--- src/rtl/ov7670_stream_gen.sv ---
// OV7670 camera-bus transmitter: pclk/vsync/href plus YUYV 4:2:2 test patterns,
// with OV7670 frame and line sequencing, all from one fabric clock.
module ov7670_stream_gen #(
    parameter int H_ACTIVE    = 640,
    parameter int H_BLANK     = 144,
    parameter int V_ACTIVE    = 480,
    parameter int VSYNC_LINES = 3,
    parameter int V_BACK      = 17,
    parameter int V_FRONT     = 10,
    parameter int CW          = 12
) (
    input  logic       clk,
    input  logic       reset,
    input  logic       enable,
    input  logic [1:0] pattern_sel,
    output logic       pclk,
    output logic       vsync,
    output logic       href,
    output logic [7:0] dout,
    output logic       frame_done,
    output logic       busy
);

    typedef enum logic [2:0] {S_IDLE, S_VSYNC, S_VBACK, S_ACTIVE, S_VFRONT} state_t;

    localparam logic [CW-1:0] LINE_LAST  = CW'(2*H_ACTIVE + H_BLANK - 1);
    localparam logic [CW-1:0] ACT_BYTES  = CW'(2*H_ACTIVE);
    localparam logic [CW-1:0] PIX_LAST   = CW'(2*H_ACTIVE - 1);
    localparam logic [CW-1:0] HACT       = CW'(H_ACTIVE);
    localparam logic [CW-1:0] VS_LAST    = CW'(VSYNC_LINES - 1);
    localparam logic [CW-1:0] VB_LAST    = CW'(V_BACK - 1);
    localparam logic [CW-1:0] VA_LAST    = CW'(V_ACTIVE - 1);
    localparam logic [CW-1:0] VF_LAST    = CW'(V_FRONT - 1);

    state_t          r_state;
    state_t          w_nextState;
    logic            r_pclk;
    logic            r_frameDone;
    logic [CW-1:0]   r_bc;
    logic [CW-1:0]   r_lc;
    logic [1:0]      r_pattern;
    logic [7:0]      r_frameCnt;
    logic [CW-1:0]   r_barAcc;
    logic [2:0]      r_bar;

    logic            w_ue;
    logic            w_lineEnd;
    logic            w_stateDone;
    logic            w_frameEnd;
    logic            w_startFrame;
    logic [CW-1:0]   w_lastLine;
    logic [CW-1:0]   w_barNext;
    logic [CW-1:0]   w_x;
    logic [7:0]      w_y;
    logic [7:0]      w_u;
    logic [7:0]      w_v;

    // Every state-visible register moves only when pclk falls.
    assign w_ue         = r_pclk;
    assign w_lineEnd    = (r_bc == LINE_LAST);
    assign w_stateDone  = w_lineEnd && (r_lc == w_lastLine);
    assign w_startFrame = w_ue && (w_nextState == S_VSYNC) && (r_state != S_VSYNC);
    assign w_barNext    = r_barAcc + CW'(8);
    assign w_x          = r_bc >> 1;

    always_ff @(posedge clk or negedge reset) begin
        if (!reset) begin
            r_state <= S_IDLE;
        end else begin
            r_state <= w_nextState;
        end
    end

    always_comb begin
        w_nextState = r_state;
        w_frameEnd  = 1'b0;
        w_lastLine  = '0;
        case (r_state)
            S_VSYNC:  w_lastLine = VS_LAST;
            S_VBACK:  w_lastLine = VB_LAST;
            S_ACTIVE: w_lastLine = VA_LAST;
            S_VFRONT: w_lastLine = VF_LAST;
            default:  w_lastLine = '0;
        endcase
        if (w_ue) begin
            case (r_state)
                S_IDLE: begin
                    if (enable) w_nextState = S_VSYNC;
                end
                S_VSYNC: begin
                    if (w_stateDone) w_nextState = (V_BACK > 0) ? S_VBACK : S_ACTIVE;
                end
                S_VBACK: begin
                    if (w_stateDone) w_nextState = S_ACTIVE;
                end
                S_ACTIVE: begin
                    if (w_stateDone) begin
                        if (V_FRONT > 0) begin
                            w_nextState = S_VFRONT;
                        end else begin
                            w_frameEnd  = 1'b1;
                            w_nextState = enable ? S_VSYNC : S_IDLE;
                        end
                    end
                end
                S_VFRONT: begin
                    if (w_stateDone) begin
                        w_frameEnd  = 1'b1;
                        w_nextState = enable ? S_VSYNC : S_IDLE;
                    end
                end
                default: w_nextState = S_IDLE;
            endcase
        end
    end

    // Bar index tracks floor(x*8/H_ACTIVE) by accumulating 8 per pixel modulo H_ACTIVE.
    always_ff @(posedge clk or negedge reset) begin
        if (!reset) begin
            r_pclk      <= 1'b0;
            r_frameDone <= 1'b0;
            r_bc        <= '0;
            r_lc        <= '0;
            r_pattern   <= 2'd0;
            r_frameCnt  <= 8'd0;
            r_barAcc    <= '0;
            r_bar       <= 3'd0;
        end else begin
            r_pclk      <= ~r_pclk;
            r_frameDone <= w_frameEnd;
            if (w_ue) begin
                if (w_nextState != r_state) begin
                    r_bc <= '0;
                    r_lc <= '0;
                end else if (r_state != S_IDLE) begin
                    if (w_lineEnd) begin
                        r_bc <= '0;
                        r_lc <= r_lc + CW'(1);
                    end else begin
                        r_bc <= r_bc + CW'(1);
                    end
                end
                if (w_startFrame) r_pattern  <= pattern_sel;
                if (w_frameEnd)   r_frameCnt <= r_frameCnt + 8'd1;
                if ((w_nextState != r_state) || w_lineEnd) begin
                    r_barAcc <= '0;
                    r_bar    <= 3'd0;
                end else if (r_bc[0] && (r_bc < PIX_LAST)) begin
                    if (w_barNext >= HACT) begin
                        r_barAcc <= w_barNext - HACT;
                        r_bar    <= r_bar + 3'd1;
                    end else begin
                        r_barAcc <= w_barNext;
                    end
                end
            end
        end
    end

    always_comb begin
        pclk       = r_pclk;
        frame_done = r_frameDone;
        busy       = (r_state != S_IDLE);
        vsync      = (r_state == S_VSYNC);
        href       = (r_state == S_ACTIVE) && (r_bc < ACT_BYTES);
        w_u        = 8'd128;
        w_v        = 8'd128;
        w_y        = 8'd16;
        case (r_pattern)
            2'd0: begin
                case (r_bar)
                    3'd0:    begin w_y = 8'd235; w_u = 8'd128; w_v = 8'd128; end
                    3'd1:    begin w_y = 8'd210; w_u = 8'd16;  w_v = 8'd146; end
                    3'd2:    begin w_y = 8'd170; w_u = 8'd166; w_v = 8'd16;  end
                    3'd3:    begin w_y = 8'd145; w_u = 8'd54;  w_v = 8'd34;  end
                    3'd4:    begin w_y = 8'd106; w_u = 8'd202; w_v = 8'd222; end
                    3'd5:    begin w_y = 8'd81;  w_u = 8'd90;  w_v = 8'd240; end
                    3'd6:    begin w_y = 8'd41;  w_u = 8'd240; w_v = 8'd110; end
                    default: begin w_y = 8'd16;  w_u = 8'd128; w_v = 8'd128; end
                endcase
            end
            2'd1:    w_y = 8'(w_x + r_lc);
            2'd2:    w_y = r_frameCnt;
            default: w_y = (w_x[3] ^ r_lc[3]) ? 8'd235 : 8'd16;
        endcase
        dout = 8'h00;
        if (href) begin
            if (!r_bc[0])      dout = w_y;
            else if (!w_x[0])  dout = w_u;
            else               dout = w_v;
        end
    end

endmodule

--- config.mk ---
export PLATFORM = sky130hd
export DESIGN_NAME = ov7670_stream_gen
export DESIGN_NICKNAME = d
export VERILOG_FILES = /design/src/rtl/ov7670_stream_gen.sv
export SDC_FILE = /design/constraint.sdc
export NUM_CORES = 1
export LEC_CHECK = 0
export ABC_AREA = 1
export BUFFER_PORTS_ARGS = -buffer_cell sky130_fd_sc_hd__buf_2
export CAP_MARGIN = 20
export CORE_MARGIN = 1
export CORE_UTILIZATION = 40
export CTS_CLUSTER_DIAMETER = 120
export DETAILED_ROUTE_END_ITERATION = 8
export PLACE_DENSITY = 0.65
export SETUP_SLACK_MARGIN = 0.15
export SLEW_MARGIN = 20
export SYNTH_ARGS = -nofsm -noshare
export SYNTH_HDL_FRONTEND = slang
export SYNTH_SLANG_ARGS = --single-unit
--- constraint.sdc ---
create_clock -name clk -period 3.2 [get_ports clk]
set_input_delay 0.16 -clock clk [delete_from_list [all_inputs] [get_ports clk]]
set_output_delay 0.16 -clock clk [all_outputs]
set_load 0.01 [all_outputs]
# --- Yosys cells after proc, flatten, opt, wreduce, memory -nomap -nowiden ---
# Index checks and enable logic that the tools add are counted.
word_totals:
  elab_cells: 92
  reg_bits: 54
classes:
  bitwise_logic: 2
  n_addsub: 7
  n_lt_le_gt_ge: 3
  reduce_logical: 20
  muxes: 34
  eq_ne: 17
ops:
  columns: ["cell", "n"]
  rows:
  - ["12-bit two-way mux", 9]
  - ["8-bit case mux with 6 select lines", 2]
  - ["8-bit case mux with 7 select lines", 1]
  - ["8-bit two-way mux", 6]
  - ["9-bit case mux with 4 select lines", 1]
  - ["3-bit two-way mux", 9]
  - ["12-bit by 1-bit adder with 12-bit output, second input constant", 2]
  - ["12-bit by 11-bit less-than comparator with 1-bit output, second input constant", 2]
  - ["8-bit case mux with 3 select lines", 1]
  - ["3-bit case mux with 5 select lines", 1]
  - ["12-bit by 4-bit adder with 12-bit output, second input constant", 1]
  - ["12-bit by 11-bit == test with 1-bit output, second input constant", 1]
  - ["12-bit by 9-bit == test with 1-bit output", 1]
  - ["3-bit by 2-bit == test with 1-bit output, second input constant", 4]
  - ["3-bit == test, second input constant", 4]
  - ["12-bit by 10-bit >= comparator with 1-bit output, second input constant", 1]
  - ["12-bit by 10-bit subtractor with 12-bit output, second input constant", 1]
  - ["3-bit by 1-bit == test with 1-bit output, second input constant", 3]
  - ["8-bit by 1-bit adder with 8-bit output, second input constant", 1]
  - ["8-bit adder", 1]
  - ["2-bit AND reduction", 4]
  - ["2-bit nonzero test", 4]
  - ["3-bit logical NOT", 2]
  - ["3-bit AND reduction", 2]
  - ["12 further kinds", 19]

# --- Longest topological paths before layout ---
depth:
  depth_word: 11
  depth_mapped: 18
  depth_no_buf: 17

# --- Least setup slack after synthesis ---
# Ideal clock, no wire load.
synth_timing:
  kind: "flip-flop to output port"
  from: "register r_lc[0]"
  to: "output port dout[6]"
  t_arrival_ns: 2.167
  path_stages_with_launch: 13
  path_slack_ns: 0.873
  t_required_ns: 3.040
  path_cell_list: "dfrtp_1 -> ha_1 -> fa_1 -> nand2_1 -> inv_1 -> o21a_1 -> o21ai_0 -> nand2_1 -> a21oi_1 -> nor2_1 -> o211ai_1 -> nand2_1 -> a21oi_1"
synth_via:
  elab_chain_cells: 4
synth_rtl:
  columns: ["item", "line_no", "rtl"]
  rows:
  - ["from (decl)", "40", "logic [CW-1:0] r_lc;"]
  - ["from (signal assigned)", "138", "r_lc <= r_lc + CW'(1);"]
  - ["8-bit adder", "182", "2'd1: w_y = 8'(w_x + r_lc);"]
  - ["8-bit case mux with 3 select lines", "169", "case (r_pattern)"]
  - ["8-bit two-way mux", "188", "if (!r_bc[0]) dout = w_y;"]
  - ["8-bit two-way mux", "187", "if (href) begin"]
  - ["to (decl)", "19", "output logic [7:0] dout,"]
# Every way passes these cells.

# --- Worst setup path in the final report ---
layout_timing:
  from: "register r_bc[1]"
  to: "output port dout[6]"
layout_via:
  elab_chain_cells: 4
  elab_cells_between_ends: 7
layout_rtl:
  columns: ["item", "line_no", "rtl"]
  rows:
  - ["from (decl)", "39", "logic [CW-1:0] r_bc;"]
  - ["from (signal assigned)", "140", "r_bc <= r_bc + CW'(1);"]
  - ["8-bit adder", "182", null]
  - ["8-bit case mux with 3 select lines", "169", null]
  - ["8-bit two-way mux", "188", null]
  - ["8-bit two-way mux *", "187", null]
# Mark *: on every way between the ends. The rest lies on a longest branch, timed or not.

==> impl_metrics.csv <==
group,metric,value,unit
routing,drt_pass1_iterations,6,
global_route,track_usage,0.2047,
placed_design,place.gp.congestion,0.9004,
placed_design,dp_hpwl,8084,µm
critical_path,max_stage_delay,0.44,ns
floorplanning,initial_core_util,0.4116,
timing,slew_viol_final,0,
cts,clock_path_buffers,2,
yosys,ys_seq_area_frac,0.3004,
yosys,synth_edf_count,0,
global_route,antenna_found_initial,0,
finish,final_cell_mix,"nand2_1 (139), inv_1 (65), nor2_1 (61)",
floorplanning,chipHeight,105.1,µm
yosys,synth_nets,623,
worst_hold_path,min_to,"r_pattern[0]",
timing,max_freq,0.3559,GHz
yosys,ys.flop_type,"dfrtp_1",
finish,multi_input_comb_area,2591,µm²
cts,clock-sinks,51,
cts,cts-buffers-inserted,5,
routing,avgRoutedWirePerCell,14.05,µm
cts,cts_tree,"done",
pwr,powerDensity,230.7,nW/µm²
yosys,synthCells,599,
cts,ctsRootBufferMaster,"clkbuf_8",
routing,via_per_inst,5.320,
placed_design,portBuffers,17,
critical_path,worst-path-buf-inv,2,
timing,setup-tns-final,0,ns
timing,period_minus_slack,2.810,ns
global_route,grt_pass1_vias,3819,
pwr,irDropWorstVdd,0.0001415,V
worst_hold_path,holdPathStages,3,
critical_path,crit_family,"compound AO/OA/AOI/OAI gates",
floorplanning,die-area,11040,µm²
finish,fillers,1057,
cts,path_clk_slew,0.09,ns
critical_path,timing_worst_setup_path_type,"flip-flop to output pin",
timing,relSlewSlack,0.5471,
critical_path,ff2ff_setup_slack,0.41,ns
global_route,grt_max_degree,28,
timing,setup_viol,0,
finish,num_antenna_cells,0,
worst_hold_path,hp-start,"pattern_sel[0]",
floorplanning,die_w,105.1,µm
global_route,grt_overflow,0,
routing,vias,3985,
status,status,"complete, no violations",
global_route,grt_pass1_wl,18410,µm
yosys,yosysWarnings,0,
floorplanning,coreArea,10320,µm²
yosys,synth.cell_area,4249,µm²
critical_path,cp_data_required_time,3.04,ns
timing,rsz0062_at_grt,"false",
timing,finalCritPeriodShare,0.8781,
worst_hold_path,hold_class,"input port to flip-flop",
critical_path,r2r-start,"r_bc[0]",
critical_path,worstSetupEndpointType,"output pin",
flow_run,drv_cap,0,
floorplanning,rows,37,
critical_path,cp_cell_sequence,"ha_1 -> fa_1 -> nand2_1 -> inv_1 -> o21a_1 -> o21ai_1 -> nand2_1 -> a21oi_1 -> nor2_1 -> o211ai_1 -> nand2_1 -> a21oi_1 -> buf_2",
critical_path,path_common_cell,"nand2_1",
critical_path,cp_max_fo,4,
critical_path,cp_data_arrival_time,2.65,ns
routing,first_iter_violations,273,
critical_path,slowest_stage,"dfrtp_2",
yosys,ys_ff_latch,51,
finish,area_growth,6.213,%
critical_path,crit_cells,13,
finish,fin_nets,636,
yosys,yosysUniqueCellTypes,51,
cts,clk_latency,0.31,ns
finish,fin_util,0.4372,
placed_design,dp_worst_setup_slack,0.2600,ns
cts,h-tree-depth,2,
critical_path,reg2regPathDepth,17,
routing,drt-total-wl,10520,µm
pwr,power_leakage,0.002141,µW
timing,clock_skew,0.008081,ns
timing,worst_pin_slew,0.6793,ns
finish,ff_latch_area,1280,µm²
floorplanning,ios,18,
finish,layout_commonest_cell,"nand2_1",
routing,antenna_left,0,
yosys,syn_area_per_cell,7.094,µm²
critical_path,start_kind,"flip-flop",
yosys,async_flop_share,1.000,
timing,worst_slack,0.3901,ns
timing,finalHoldViolations,0,
finish,final_layout_size_suffix_gt1_frac,0.1566,
critical_path,reg2reg_to,"r_bc[1]",
routing,route.detailed.drc,0,
[metal layers]
metal / vias up / GRT usage / wire length (µm)
li1: 1997 / - / -
met1: 1880 / 0.2821 / 5173
met2: 96 / 0.3387 / 4797
met3: 12 / 0.01996 / 337
met4: 0 / 0.06137 / 213
met5: - / 0 / 0
[stage by stage]
step	area [µm²]	cells	hold WS [ns]	total power, µW
finish	4513	749	0.1618	1041
global route	4513	749	0.1551	1077
CTS	4486	747	0.1518	1053
detailed placement	4390	738	0.2409	675.2
global placement	4390	738	0.2359	675.0
floorplan	4249	599	-0.1356	656.9
[cells by family after synthesis]
| logic type | synth area share |
|---|---|
| simple gates | 0.3645 |
| mux | 0.002356 |
| xor+xnor | 0.04535 |
| buf+inv | 0.09187 |
| compound gates | 0.1361 |
| fa+ha+maj | 0.05948 |
| flops | 0.3004 |
[flip-flops by register name, indices dropped and copies added (netlist names)]
name,count
frame_done,1
pclk,1
r_bar,3
r_barAcc,9
r_bc,12
r_frameCnt,8
r_lc,12
r_pattern,2
r_state,3
[final cells by class]
cell class | count | share of cell area
Sequential cell | 51 | 0.2836
Inverter | 69 | 0.05794
Clock buffer | 6 | 0.01608
Tap cell | 136 | 0.03770
Timing Repair Buffer | 22 | 0.02772
Clock inverter | 2 | 0.002772
Multi-Input combinational cell | 463 | 0.5742
[worst max path at each step]
stage / startpoint / to / slack [ns]
detailed placement: r_bc[1] / r_bc[1] / 0.26
finish: r_bc[1] / dout[6] / 0.39
global placement: r_bc[1] / r_bc[1] / 0.41
floorplan: r_lc[0] / dout[6] / 0.87
global route: r_bc[1] / dout[6] / 0.16
CTS: r_lc[0] / dout[6] / 0.18
[synth_stat cells (2+ instances only)]
| library cell | instances | area [µm²] |
|---|---|---|
| nor4_1 | 3 | 18.77 |
| inv_1 | 65 | 244.0 |
| nand2_4 | 3 | 33.78 |
| o21ai_1 | 18 | 90.09 |
| or2_2 | 10 | 62.56 |
| nor2_1 | 61 | 229.0 |
| buf_4 | 5 | 37.54 |
| clkbuf_1 | 4 | 15.01 |
| dfrtp_1 | 51 | 1276 |
| a31oi_1 | 5 | 31.28 |
| xor2_1 | 17 | 148.9 |
| o2111ai_1 | 3 | 26.28 |
| buf_2 | 2 | 10.01 |
| xnor2_1 | 5 | 43.79 |
| ha_1 | 17 | 212.7 |
| o21ai_0 | 24 | 120.1 |
| inv_2 | 2 | 7.510 |
| nand3_1 | 46 | 230.2 |
| nand4_1 | 13 | 81.33 |
| nand3_2 | 4 | 40.04 |
| nand2_2 | 21 | 131.4 |
| a21oi_1 | 16 | 80.08 |
| buf_12 | 2 | 40.04 |
| nand3b_1 | 4 | 30.03 |
| o211ai_1 | 2 | 15.01 |
| nand2_1 | 139 | 521.8 |
| nor2_2 | 2 | 12.51 |
| nor3_1 | 16 | 80.08 |
| fa_1 | 2 | 40.04 |
| buf_6 | 2 | 22.52 |
| o21ai_2 | 15 | 131.4 |
[repair_timing]
action,in CTS,in global routing
hold buffers,1,0
endpoints found under the setup margin,0,15
gates resized for setup,0,5
endpoints found under the hold margin,26,0
buffers inserted,0,2
[worst register-to-register path, stage by stage, from the launching register on]
cell and delay [ns]:
dfrtp_2 0.49, ha_1 0.21, nand2_1 0.10, inv_1 0.12
nand2_1 0.11, nor2_1 0.12, nand3_1 0.11, nor2_4 0.15
nand3_2 0.11, nand2_1 0.11, nand4_2 0.11, nand2_4 0.14
nand2_4 0.07, inv_4 0.23, nand2_2 0.15, nand2_8 0.21
nand2_1 0.10, o21ai_2 0.07
[report_power, final]
part	switching [µW]	total (µW)	internal [µW]	leakage (µW)
clock	225	379	154	0.0000412
sequential	0	644	644	0.000667
combinational	15.0	18.3	3.33	0.00143
total	240	1040	801	0.00214
(Power assumes the default switching activity.)
